`src/rtl/demux_pkg.sv`:
```
// Shared types and constants for the 1:4 demux scheduler.
package demux_pkg;

    localparam int unsigned NUM_CH = 4;
    localparam int unsigned SEL_W  = 2;
    localparam int unsigned CNT_W  = 8;

    localparam logic MODE_RR  = 1'b0;
    localparam logic MODE_FIX = 1'b1;

    typedef enum logic {
        ST_EMPTY = 1'b0,
        ST_HOLD  = 1'b1
    } state_e;

    // One-hot channel vector for a channel index.
    function automatic logic [NUM_CH-1:0] onehot_ch(input logic [SEL_W-1:0] idx);
        return NUM_CH'(1) << idx;
    endfunction

endpackage

```
`src/rtl/rr_pick4.sv`:
```
// Combinational round-robin picker over four requesters.
// Ports:
//   req_i   - request mask, bit k = channel k
//   last_i  - previously granted channel; search starts strictly after it
//   gnt_c   - granted channel index (valid when any_c = 1)
//   any_c   - at least one request present
module rr_pick4
    import demux_pkg::*;
(
    input  logic [NUM_CH-1:0] req_i,
    input  logic [SEL_W-1:0]  last_i,
    output logic [SEL_W-1:0]  gnt_c,
    output logic              any_c
);

    logic [SEL_W-1:0] idx;

    // Scan from farthest (last_i itself) to nearest (last_i+1) so the nearest wins.
    always_comb begin
        gnt_c = last_i;
        any_c = 1'b0;
        idx   = last_i;
        for (int k = NUM_CH; k >= 1; k--) begin
            idx = last_i + SEL_W'(k);
            if (req_i[idx]) begin
                gnt_c = idx;
                any_c = 1'b1;
            end
        end
    end

endmodule

```
`src/rtl/demux4_rr_scheduler.sv`:
```
// Registered 1:4 demux controller: accepts words on a valid/ready input,
// steers each to one channel chosen by round-robin or fixed select, holds it
// until the channel accepts it, and counts completed transfers.
// Ports:
//   clk, rst_n             - clock, async active-low reset
//   in_valid/in_data       - input word
//   in_ready               - combinational: a word can be taken this cycle
//   ch_en, mode, fix_sel   - channel enable mask, 0=RR/1=fixed, fixed channel
//   out_ready              - per-channel accept
//   out_valid/out_data/sel - registered one-hot offer, word, channel index
//   xfer_cnt               - completed transfers, wraps
module demux4_rr_scheduler
    import demux_pkg::*;
#(
    parameter int unsigned DATA_W = 8
) (
    input  logic                clk,
    input  logic                rst_n,
    input  logic                in_valid,
    input  logic [DATA_W-1:0]   in_data,
    output logic                in_ready,
    input  logic [NUM_CH-1:0]   ch_en,
    input  logic                mode,
    input  logic [SEL_W-1:0]    fix_sel,
    input  logic [NUM_CH-1:0]   out_ready,
    output logic [NUM_CH-1:0]   out_valid,
    output logic [DATA_W-1:0]   out_data,
    output logic [SEL_W-1:0]    sel,
    output logic [CNT_W-1:0]    xfer_cnt
);

    state_e              state_q, state_d;
    logic [DATA_W-1:0]   data_q, data_d;
    logic [SEL_W-1:0]    sel_q, sel_d;
    logic [NUM_CH-1:0]   valid_q, valid_d;
    logic [SEL_W-1:0]    rr_ptr_q, rr_ptr_d;
    logic [CNT_W-1:0]    cnt_q, cnt_d;

    logic [SEL_W-1:0]    rr_gnt_c;
    logic                rr_any_c;
    logic [SEL_W-1:0]    pick_c;
    logic                eligible_c;
    logic                fire_c;
    logic                accept_c;

    rr_pick4 u_rr_pick4 (
        .req_i  (ch_en),
        .last_i (rr_ptr_q),
        .gnt_c  (rr_gnt_c),
        .any_c  (rr_any_c)
    );

    // Channel choice for a word accepted this cycle; out_ready plays no part.
    always_comb begin
        pick_c     = rr_gnt_c;
        eligible_c = rr_any_c;
        if (mode == MODE_FIX) begin
            pick_c     = fix_sel;
            eligible_c = ch_en[fix_sel];
        end
    end

    // Fire uses the latched channel so mid-hold config changes cannot redirect it.
    always_comb begin
        fire_c   = (state_q == ST_HOLD) && out_ready[sel_q];
        in_ready = eligible_c && ((state_q == ST_EMPTY) || fire_c);
        accept_c = in_valid && in_ready;
    end

    // Next-state and register updates.
    always_comb begin
        state_d  = state_q;
        data_d   = data_q;
        sel_d    = sel_q;
        valid_d  = valid_q;
        rr_ptr_d = rr_ptr_q;
        cnt_d    = cnt_q;

        if (fire_c) begin
            cnt_d = cnt_q + CNT_W'(1);
        end

        if (accept_c) begin
            state_d = ST_HOLD;
            data_d  = in_data;
            sel_d   = pick_c;
            valid_d = onehot_ch(pick_c);
            if (mode == MODE_RR) begin
                rr_ptr_d = pick_c;
            end
        end else if (fire_c) begin
            state_d = ST_EMPTY;
            valid_d = '0;
        end
    end

    // State registers; rr_ptr resets to 3 so the first RR pick is channel 0.
    always_ff @(posedge clk or negedge rst_n) begin
        if (!rst_n) begin
            state_q  <= ST_EMPTY;
            data_q   <= '0;
            sel_q    <= '0;
            valid_q  <= '0;
            rr_ptr_q <= SEL_W'(3);
            cnt_q    <= '0;
        end else begin
            state_q  <= state_d;
            data_q   <= data_d;
            sel_q    <= sel_d;
            valid_q  <= valid_d;
            rr_ptr_q <= rr_ptr_d;
            cnt_q    <= cnt_d;
        end
    end

    assign out_valid = valid_q;
    assign out_data  = data_q;
    assign sel       = sel_q;
    assign xfer_cnt  = cnt_q;

endmodule
```
`config.mk`:
```
export PLATFORM = sky130hd
export DESIGN_NAME = demux4_rr_scheduler
export DESIGN_NICKNAME = d
export VERILOG_FILES = /design/src/rtl/demux_pkg.sv /design/src/rtl/rr_pick4.sv /design/src/rtl/demux4_rr_scheduler.sv
export SDC_FILE = /design/constraint.sdc
export NUM_CORES = 1
export LEC_CHECK = 0
export ABC_AREA = 1
export BUFFER_PORTS_ARGS = -buffer_cell sky130_fd_sc_hd__buf_2
export CAP_MARGIN = 40
export CORE_MARGIN = 1
export CORE_UTILIZATION = 50
export CTS_CLUSTER_DIAMETER = 100
export CTS_CLUSTER_SIZE = 16
export DETAILED_ROUTE_END_ITERATION = 8
export PLACE_DENSITY = 0.83
export SYNTH_ARGS = -nofsm -noshare
export SYNTH_HDL_FRONTEND = slang
export SYNTH_SLANG_ARGS = --single-unit
```
`constraint.sdc`:
```
create_clock -name clk -period 4.5 [get_ports clk]
set_input_delay 0.225 -clock clk [delete_from_list [all_inputs] [get_ports clk]]
set_output_delay 0.225 -clock clk [all_outputs]
set_load 0.02 [all_outputs]
```
# Word level (Yosys, flattened, before mapping)
# Cells that the tools add are included.
# classes
n_addsub,4
order_cmp,6
shift,1
muxes,25
n_bitwise,2
reduce_logical,6
# op_table
operator,count
< comparator 2 x 3 -> 1 bit (second input constant),6
two-way mux 1 bit,13
binary-select mux 1 bit (select 2 bit),6
adder 8 x 1 -> 8 bit (second input constant),1
two-way mux 2 bit,4
two-way mux 4 bit,2
adder 2 bit (second input constant),2
<< shifter 1 x 2 -> 4 bit (first input constant),1
logical AND 1 bit,3
adder 2 x 1 -> 2 bit (second input constant),1
inverter 1 bit,2
AND reduction 2 bit,1
nonzero test 2 bit,1
logical OR 1 bit,1
# word_totals
regBits,25
out_inout_bits,23

# Depth between registers and ports, before layout
# Gate-level depths: netlist of run 1.
# depth
depth_word,10
ltp_mapped,13
depth_no_buf,12

# Cells and area by module
# Synthesis of run 1 repeated with hierarchy kept, for this count alone.
# hier_totals
hier_cells,195
hier_area_um2,1462.7
# by_module_without_submodules
mod,n_inst,cells_each,area_each_um2,seq_area_each_um2
demux4_rr_scheduler,1,148,1221.2,628.1
rr_pick4,1,47,241.5,0.0

# Worst setup path after synthesis of run 1
# OpenSTA, ideal clock, no wires.
# synth_timing
path_type,register -> register
start,register rr_ptr_q[0]
end,register sel_q[0] (netlist: sel[0])
setup_ps,117
t_arrival_ps,1363
t_required_ps,4383
setup_slack_ps,3019
path_stages_with_launch,13
path_cell_list,dfstp_2 > buf_6 > inv_12 > nand2_1 > nand2_2 > nand2_1 > nand2_1 > inv_2 > nand3_1 > nand3_2 > nand2_2 > nand2_1 > o21ai_2
# synth_between
elab_chain_cells,9
word_cells_on_any_way,22
cone_classes,3 x add/sub; 17 x mux; 2 x reduce/logical
# synth_lines
element,line_no,text
start: declaration,demux4_rr_scheduler.sv:36,"logic [SEL_W-1:0] rr_ptr_q, rr_ptr_d;"
start signal: assignment,demux4_rr_scheduler.sv:111,rr_ptr_q <= rr_ptr_d;
adder 2 bit or binary-select mux 1 bit (select 2 bit) (tied branches),"rr_pick4.sv:24, rr_pick4.sv:25",
binary-select mux 1 bit (select 2 bit) or two-way mux 1 bit (tied branches),rr_pick4.sv:25,if (req_i[idx]) begin
two-way mux 1 bit (not written as such),rr_pick4.sv:25,
two-way mux 1 bit (3 in series),rr_pick4.sv:25,
two-way mux 1 bit,demux4_rr_scheduler.sv:57,if (mode == MODE_FIX) begin
logical AND 1 bit,demux4_rr_scheduler.sv:66,in_ready = eligible_c && ((state_q == ST_EMPTY) || fire_c);
logical AND 1 bit,demux4_rr_scheduler.sv:67,accept_c = in_valid && in_ready;
end signal: assignment,demux4_rr_scheduler.sv:109,sel_q <= sel_d;
end: declaration,demux4_rr_scheduler.sv:34,"logic [SEL_W-1:0] sel_q, sel_d;"
# Several ways; a longest one is shown, not always the timed one. The select of a mux whose other input is x is not followed.
# A chain may end at the register's enable or synchronous reset.

# Worst setup path after layout of run 1
# layout_timing
start,register sel_q[0] (netlist: sel[0])
end,output port in_ready
# layout_between
elab_chain_cells,5
# layout_lines
element,line_no,text
binary-select mux 1 bit (select 2 bit),demux4_rr_scheduler.sv:65,fire_c = (state_q == ST_HOLD) && out_ready[sel_q];
two-way mux 1 bit (not written as such),demux4_rr_scheduler.sv:65,
logical AND 1 bit,demux4_rr_scheduler.sv:65,
logical OR 1 bit,demux4_rr_scheduler.sv:66,
logical AND 1 bit,demux4_rr_scheduler.sv:66,
end: declaration,demux4_rr_scheduler.sv:21,"output logic in_ready,"
# No other way between the ends. The select of a mux whose other input is x is not followed.

==> flow_summary.yaml, run 1 <==
run_status:
  outcome: "finished clean"
route:
  post_drt_wl_per_cell_um: 10.98
  ant_nets: 0
  dr.pass1.iters: 4
  drt_iter0_drc: 42
  vias: 1288
  drc_errors: 0
  finalWirelength_mm: 2.889
  via_per_inst: 4.897
logic_synthesis:
  synth-main-ff-cell: "dfrtp_1"
  ys_seq_area_share_pct: 44.07
  yosys.area.top_type_share_pct: 40.39
  synth.most_common_cell: "nand2_1"
  yosysTopAreaCell: "dfrtp_1"
  synth.net_count: 210
  ys_types: 26
  synth-seq-cells: 25
  synth_warnings: 0
  synth_async_sr_flop_share_pct: 100.0
  synth_cells: 187
  syn_area_sq_um: 1425
  synth.avg_cell_area_sq_um: 7.621
  synth_edf_count: 0
  synth_commonest_cells: "nand2_1, dfrtp_1, nand3_1, inv_1, nand2_2"
  synth_area_leaders: "dfrtp_1, nand2_1, nand3_1"
cts:
  clk_pin_slew_ns: 0.12
  h-tree-depth: 1
  cts_inserted_buffers: 3
  cts_buffer_depth: 2
  cts_tree: "yes"
  cts_hold_buf: 1
  post_cts_buffers: 0
  cts_resized: 0
  insertion_delay_ns: 0.31
  clockRootBuffer: "clkbuf_4"
  cts_sinks: 25
timing:
  tns_ns: 0
  post-route-min-period_ns: 1.757
  relSlewSlack_pct: 64.54
  timing.fmax_ghz: 0.5691
  maxSlewViolCount: 0
  rsz0062_at_grt: "false"
  period_share_pct: 39.04
  worst_hold_slack_ns: 0.09761
  worst_slew_pin_slew_ns: 0.5319
  setup_viol_count_final: 0
  hold_violations: 0
  worst_slack_ns: 2.743
  fin_worst_skew_ns: 0.003222
floorplan:
  start_util_pct: 55.02
  die_y_um: 55.39
  die_w_um: 55.39
  core_sq_um: 2590
  num_rows: 18
  dieArea_sq_um: 3068
  ioPinCount: 45
power:
  power-per-cell-area_nw_per_um2: 658.1
  irDropWorstVdd_v: 0.0005009
  p_leak_uw: 0.001004
final_layout:
  num-fill-cells: 239
  diodes: 0
  drive_above_1_share_pct: 31.33
  multi_input_area_sq_um: 673.1
  regArea_sq_um: 628.1
  layout.cells.non_filler: 263
  syn2layout_area_growth_pct: 18.53
  layout.nets: 257
critical_path:
  r2r-start: "rr_ptr_q[0]"
  critPathRequiredTime_ns: 4.28
  path_class: "reg -> out"
  start_kind: "register"
  crit_arrival_ns: 1.53
  crit_end: "in_ready"
  critPathMaxFanout: 4
  critPathLaunch: "sel[0]"
  worst_r2r_path_depth: 11
  worstSetupEndpointType: "output port"
  regToRegSetupSlack_ns: 2.83
  r2r_end: "sel[0]"
global_route:
  grt_pass1_wl_mm: 5.009
  grt_antenna_before_repair: 0
  grtUsageTotal_pct: 20.13
  grt.overflow.total: 0
  grt_pass1_vias: 1173
  grt_max_degree: 26
place:
  place_inst: 258
  dp_hpwl_mm: 2.226
  preCtsSetupSlack_ns: 2.845
  io_buffers: 44
  place_congestion: 0.8653
job:
  drv_cap: 0
min_path:
  hp-class: "in -> reg"
area by class of cell:
type / count / area share, %
Sequential cell: 25 / 37.19
Tap cell: 30 / 2.222
Clock buffer: 4 / 1.556
Inverter: 21 / 5.556
Multi-Input combinational cell: 138 / 39.85
Timing Repair Buffer: 45 / 13.63
placed cells by master, fill, tap and decap left out:
master / instances
buf_2: 44
nand3_4: 1
nand2_1: 85
nor2_1: 1
dfrtp_1: 23
clkbuf_4: 3
and3_1: 1
clkinv_1: 1
a21oi_1: 2
dfstp_2: 2
inv_1: 14
nand4_1: 3
clkbuf_1: 1
nor2_4: 1
xor2_1: 4
xnor2_1: 3
dlygate4sd3_1: 1
nor2_2: 3
nand4_2: 1
nand3_1: 17
ha_1: 1
nand2_2: 10
inv_4: 1
o21ai_1: 3
o21ai_2: 1
nand3_2: 1
inv_2: 4
inv_12: 1
metal layers:
| metal | wire [um] | global-route usage (%) |
|---|---|---|
| met4 | 13 | 2.857 |
| met5 | 0 | 0 |
| met1 | 1411 | 27.60 |
| met2 | 1270 | 32.01 |
| met3 | 194 | 6.323 |
power by group:
part / switching [uW] / internal [uW]
combinational: 393 / 205
sequential: 92.3 / 326
clock: 61.0 / 34.6
total: 546 / 566
state kept, by name, summed over array words and instances, names as in the netlist:
name	flops
sel	2
out_valid	4
xfer_cnt	8
state_q	1
out_data	8
rr_ptr_q	2
how the worst min path moves through the flow:
stage / slack (ns) / end / cells past startpoint / start
floorplan: -0.07 / out_data[0] / 0 / rst_n
global placement: 0.23 / xfer_cnt[0] / 1 / rst_n
detailed placement: 0.24 / xfer_cnt[2] / 1 / rst_n
CTS: 0.09 / out_data[1] / 3 / in_data[1]
global route: 0.08 / out_data[1] / 3 / in_data[1]
finish: 0.1 / out_data[4] / 3 / in_data[4]
cell families after synthesis:
family	Yosys count	share of synthesized area, %
flops	25	44.07
compound gates	6	2.370
buf+inv	24	8.692
simple gates	124	39.68
fa+ha+maj	1	0.8778
xor+xnor	7	4.302
stage by stage:
step | instance area (sq um) | power (uW) | util, %
finish | 1689 | 1112 | 65.22
global route | 1689 | 1211 | 65.22
CTS | 1689 | 1120 | 65.22
detailed placement | 1653 | 1019 | 63.82
global placement | 1653 | 1008 | 63.82
floorplan | 1425 | 862.8 | -
critical path, cell delays in order, from the launching register on:
cell	delay, ns
dfrtp_1	0.43
a21oi_1	0.18
nand2_1	0.07
nand2_1	0.12
nand2_1	0.14
nand2_1	0.09
inv_1	0.04
buf_2	0.14
(Power assumes the default switching activity.)
==> run 2, diff against run 1 <==
CORE_UTILIZATION = 45   (was 50)
PLACE_DENSITY = 0.79   (was 0.83)
clock period = 1.6 ns   (was 4.5 ns; I/O delays follow)
==> run 2 against run 1 <==
Sequential share of layout area shrank 4.7 points. Critical path depth grew 5. Critical path type is now reg -> reg. Clock-buffer cell count is the same. Worst setup slack lost 2.8 ns. First-iteration DRC count grew 90%. Non-clock buffer count grew 16. Via count grew 9.5%. Global-route usage grew 1.0 points. Highest routed layer unchanged. Combinational power grew to 3.5 times the previous value. The flow now finishes with violations (setup timing). Total power grew to 3.2 times the previous value. Worst hold slack lost 0.026 ns.
==> flow_summary.yaml, run 2 (synthesized netlist as in run 1, its figures left out) <==
run_status:
  outcome: "finished with violations"
  violations: "setup timing"
timing:
  rsz0062_at_grt: "true"
  hold_violations: 0
  maxSlewViolCount: 0
  fin_worst_skew_ns: 0.01027
  worst_slew_pin_slew_ns: 0.5495
  worst_slack_ns: -0.02904
  tns_ns: -0.04826
  setup_viol_count_final: 3
  timing.fmax_ghz: 0.6139
  relSlewSlack_pct: 63.36
  period_share_pct: 101.8
  post-route-min-period_ns: 1.629
global_route:
  grt_pass1_vias: 1232
  grt_antenna_before_repair: 0
  grt.overflow.total: 0
  grtUsageTotal_pct: 21.16
  grt_pass1_wl_mm: 5.464
  grt_max_degree: 26
route:
  vias: 1410
  drc_errors: 0
  dr.pass1.iters: 4
  wirelength_met1_mm: 1.533
  top_layer: "met4"
  drt_iter0_drc: 80
  wl_met3_um: 185
  via_per_inst: 4.812
  met2WireLength_mm: 1.607
  post_drt_wl_per_cell_um: 11.45
  finalWirelength_mm: 3.355
  ant_nets: 0
floorplan:
  num_rows: 20
  ioPinCount: 45
  die_y_um: 58.28
  dieArea_sq_um: 3396
  die_w_um: 58.28
  core_sq_um: 3028
  start_util_pct: 47.07
min_path:
  hp-class: "in -> reg"
  holdPathStages: 3
power:
  seqPwrFrac_pct: 32.5
  power.net_switching_uw: 1719
  irDropWorstVdd_v: 0.0009463
  pwr-share-clk_pct: 7.9
  p_int_uw: 1793
  p_leak_uw: 0.001112
  power_frac_comb_pct: 59.7
  power-per-cell-area_nw_per_um2: 1816
  p_sw_share_pct: 48.95
final_layout:
  diodes: 0
  drive_above_1_share_pct: 38.15
  layout.cells.non_filler: 293
  final_cell_mix: "nand2_1, buf_2, dfrtp_1"
  layout_commonest_cell: "nand2_1"
  syn2layout_area_growth_pct: 35.73
  layout.nets: 273
  utilization_pct: 63.88
critical_path:
  start_kind: "register"
  worstPathCellList: "buf_12 > nand2_1 > nand2_4 > nand2_2 > nand2_2 > nand2_2 > nand2_2 > nand2_2 > nand3_2 > nand2_2 > nand2_1 > o21ai_2"
  slowest_delay_ns: 0.58
  worstSetupEndpointType: "register"
  cp_common_cell: "nand2_2"
  worst_r2r_path_depth: 12
  cp_slowest_cell: "dfstp_2"
  critPathMaxFanout: 5
  critPathRequiredTime_ns: 1.83
  path_class: "reg -> reg"
  crit_arrival_ns: 1.85
cts:
  clk_pin_slew_ns: 0.13
  cts_tree: "yes"
  cts_sinks: 25
  insertion_delay_ns: 0.32
  cts_buffer_depth: 2
  clockRootBuffer: "clkbuf_4"
  cts_inserted_buffers: 3
  h-tree-depth: 1
place:
  place_congestion: 0.8971
  place_inst: 274
  io_buffers: 44
  preCtsSetupSlack_ns: -0.05233
  dp_hpwl_mm: 2.222
job:
  drv_cap: 0
## run 2: cell types whose count changed in the layout (fill, tap and decap cells not counted), sizes merged
cell	before	now
buf	44	52
dlygate4sd3	1	9
## run 2: path summary, 6_finish.rpt
check	startpoint	to	slack, ns
setup / recovery	rr_ptr_q[0]	sel[0]	-0.03
hold / removal	in_valid	sel[1]	0.07
setup reg to reg	rr_ptr_q[0]	sel[0]	-0.03
hold reg to reg	xfer_cnt[7]	xfer_cnt[7]	0.47
max in group asynchronous	rst_n	rr_ptr_q[0]	0.94
min in group asynchronous	rst_n	xfer_cnt[5]	0.27
## run 2: critical path, delay by kind of cell, from the launching register on
family	cells	cell delay, ns
buffers and inverters	1	0.13
flip-flops	1	0.58
AND/OR/NAND/NOR	10	0.77
AO/OA/AOI/OAI	1	0.06
## run 2: final cells by class
class / instances / area (sq um)
Sequential cell: 25 / 628.1
Timing Repair Buffer: 61 / 385.4
Clock buffer: 4 / 26.28
Inverter: 21 / 93.84
Fill cell: 279 / 1094
Multi-Input combinational cell: 138 / 745.7
Tap cell: 44 / 55.05
## run 2: power groups by stage
stage / registers, uW / logic, uW / clock network (uW)
after detailed placement: 1180 / 1710 / 0
after floorplan: 1400 / 1020 / 0
after global placement: 1180 / 1680 / 0
after global routing: 1180 / 2300 / 315
final: 1140 / 2100 / 277
after CTS: 1140 / 1850 / 289
## run 2: per-layer routing
metal,vias to the layer above,global-route usage (%)
met2,53,33.66
li1,708,-
met3,4,5.580
met1,645,28.53
met5,-,0
met4,0,6.122
## run 2: repair_timing
item                       in CTS  in global routing
setup endpoints to repair       5                 11
hold buffers                    9                  0
hold endpoints to repair       31                  0
setup buffers                   3                  3
gates resized for setup         1                 23
pin swaps                       1                 14
## run 2: stage by stage
stage	hold slack (ns)	total power [uW]	cell area, sq um
2_1_floorplan	-0.2156	2426	1425
3_3_place_gp	0.09016	2857	1685
3_5_place_dp	0.09675	2885	1685
4_1_cts	0.06483	3272	1836
5_1_grt	0.06779	3794	1934
6_report	0.07137	3512	1934
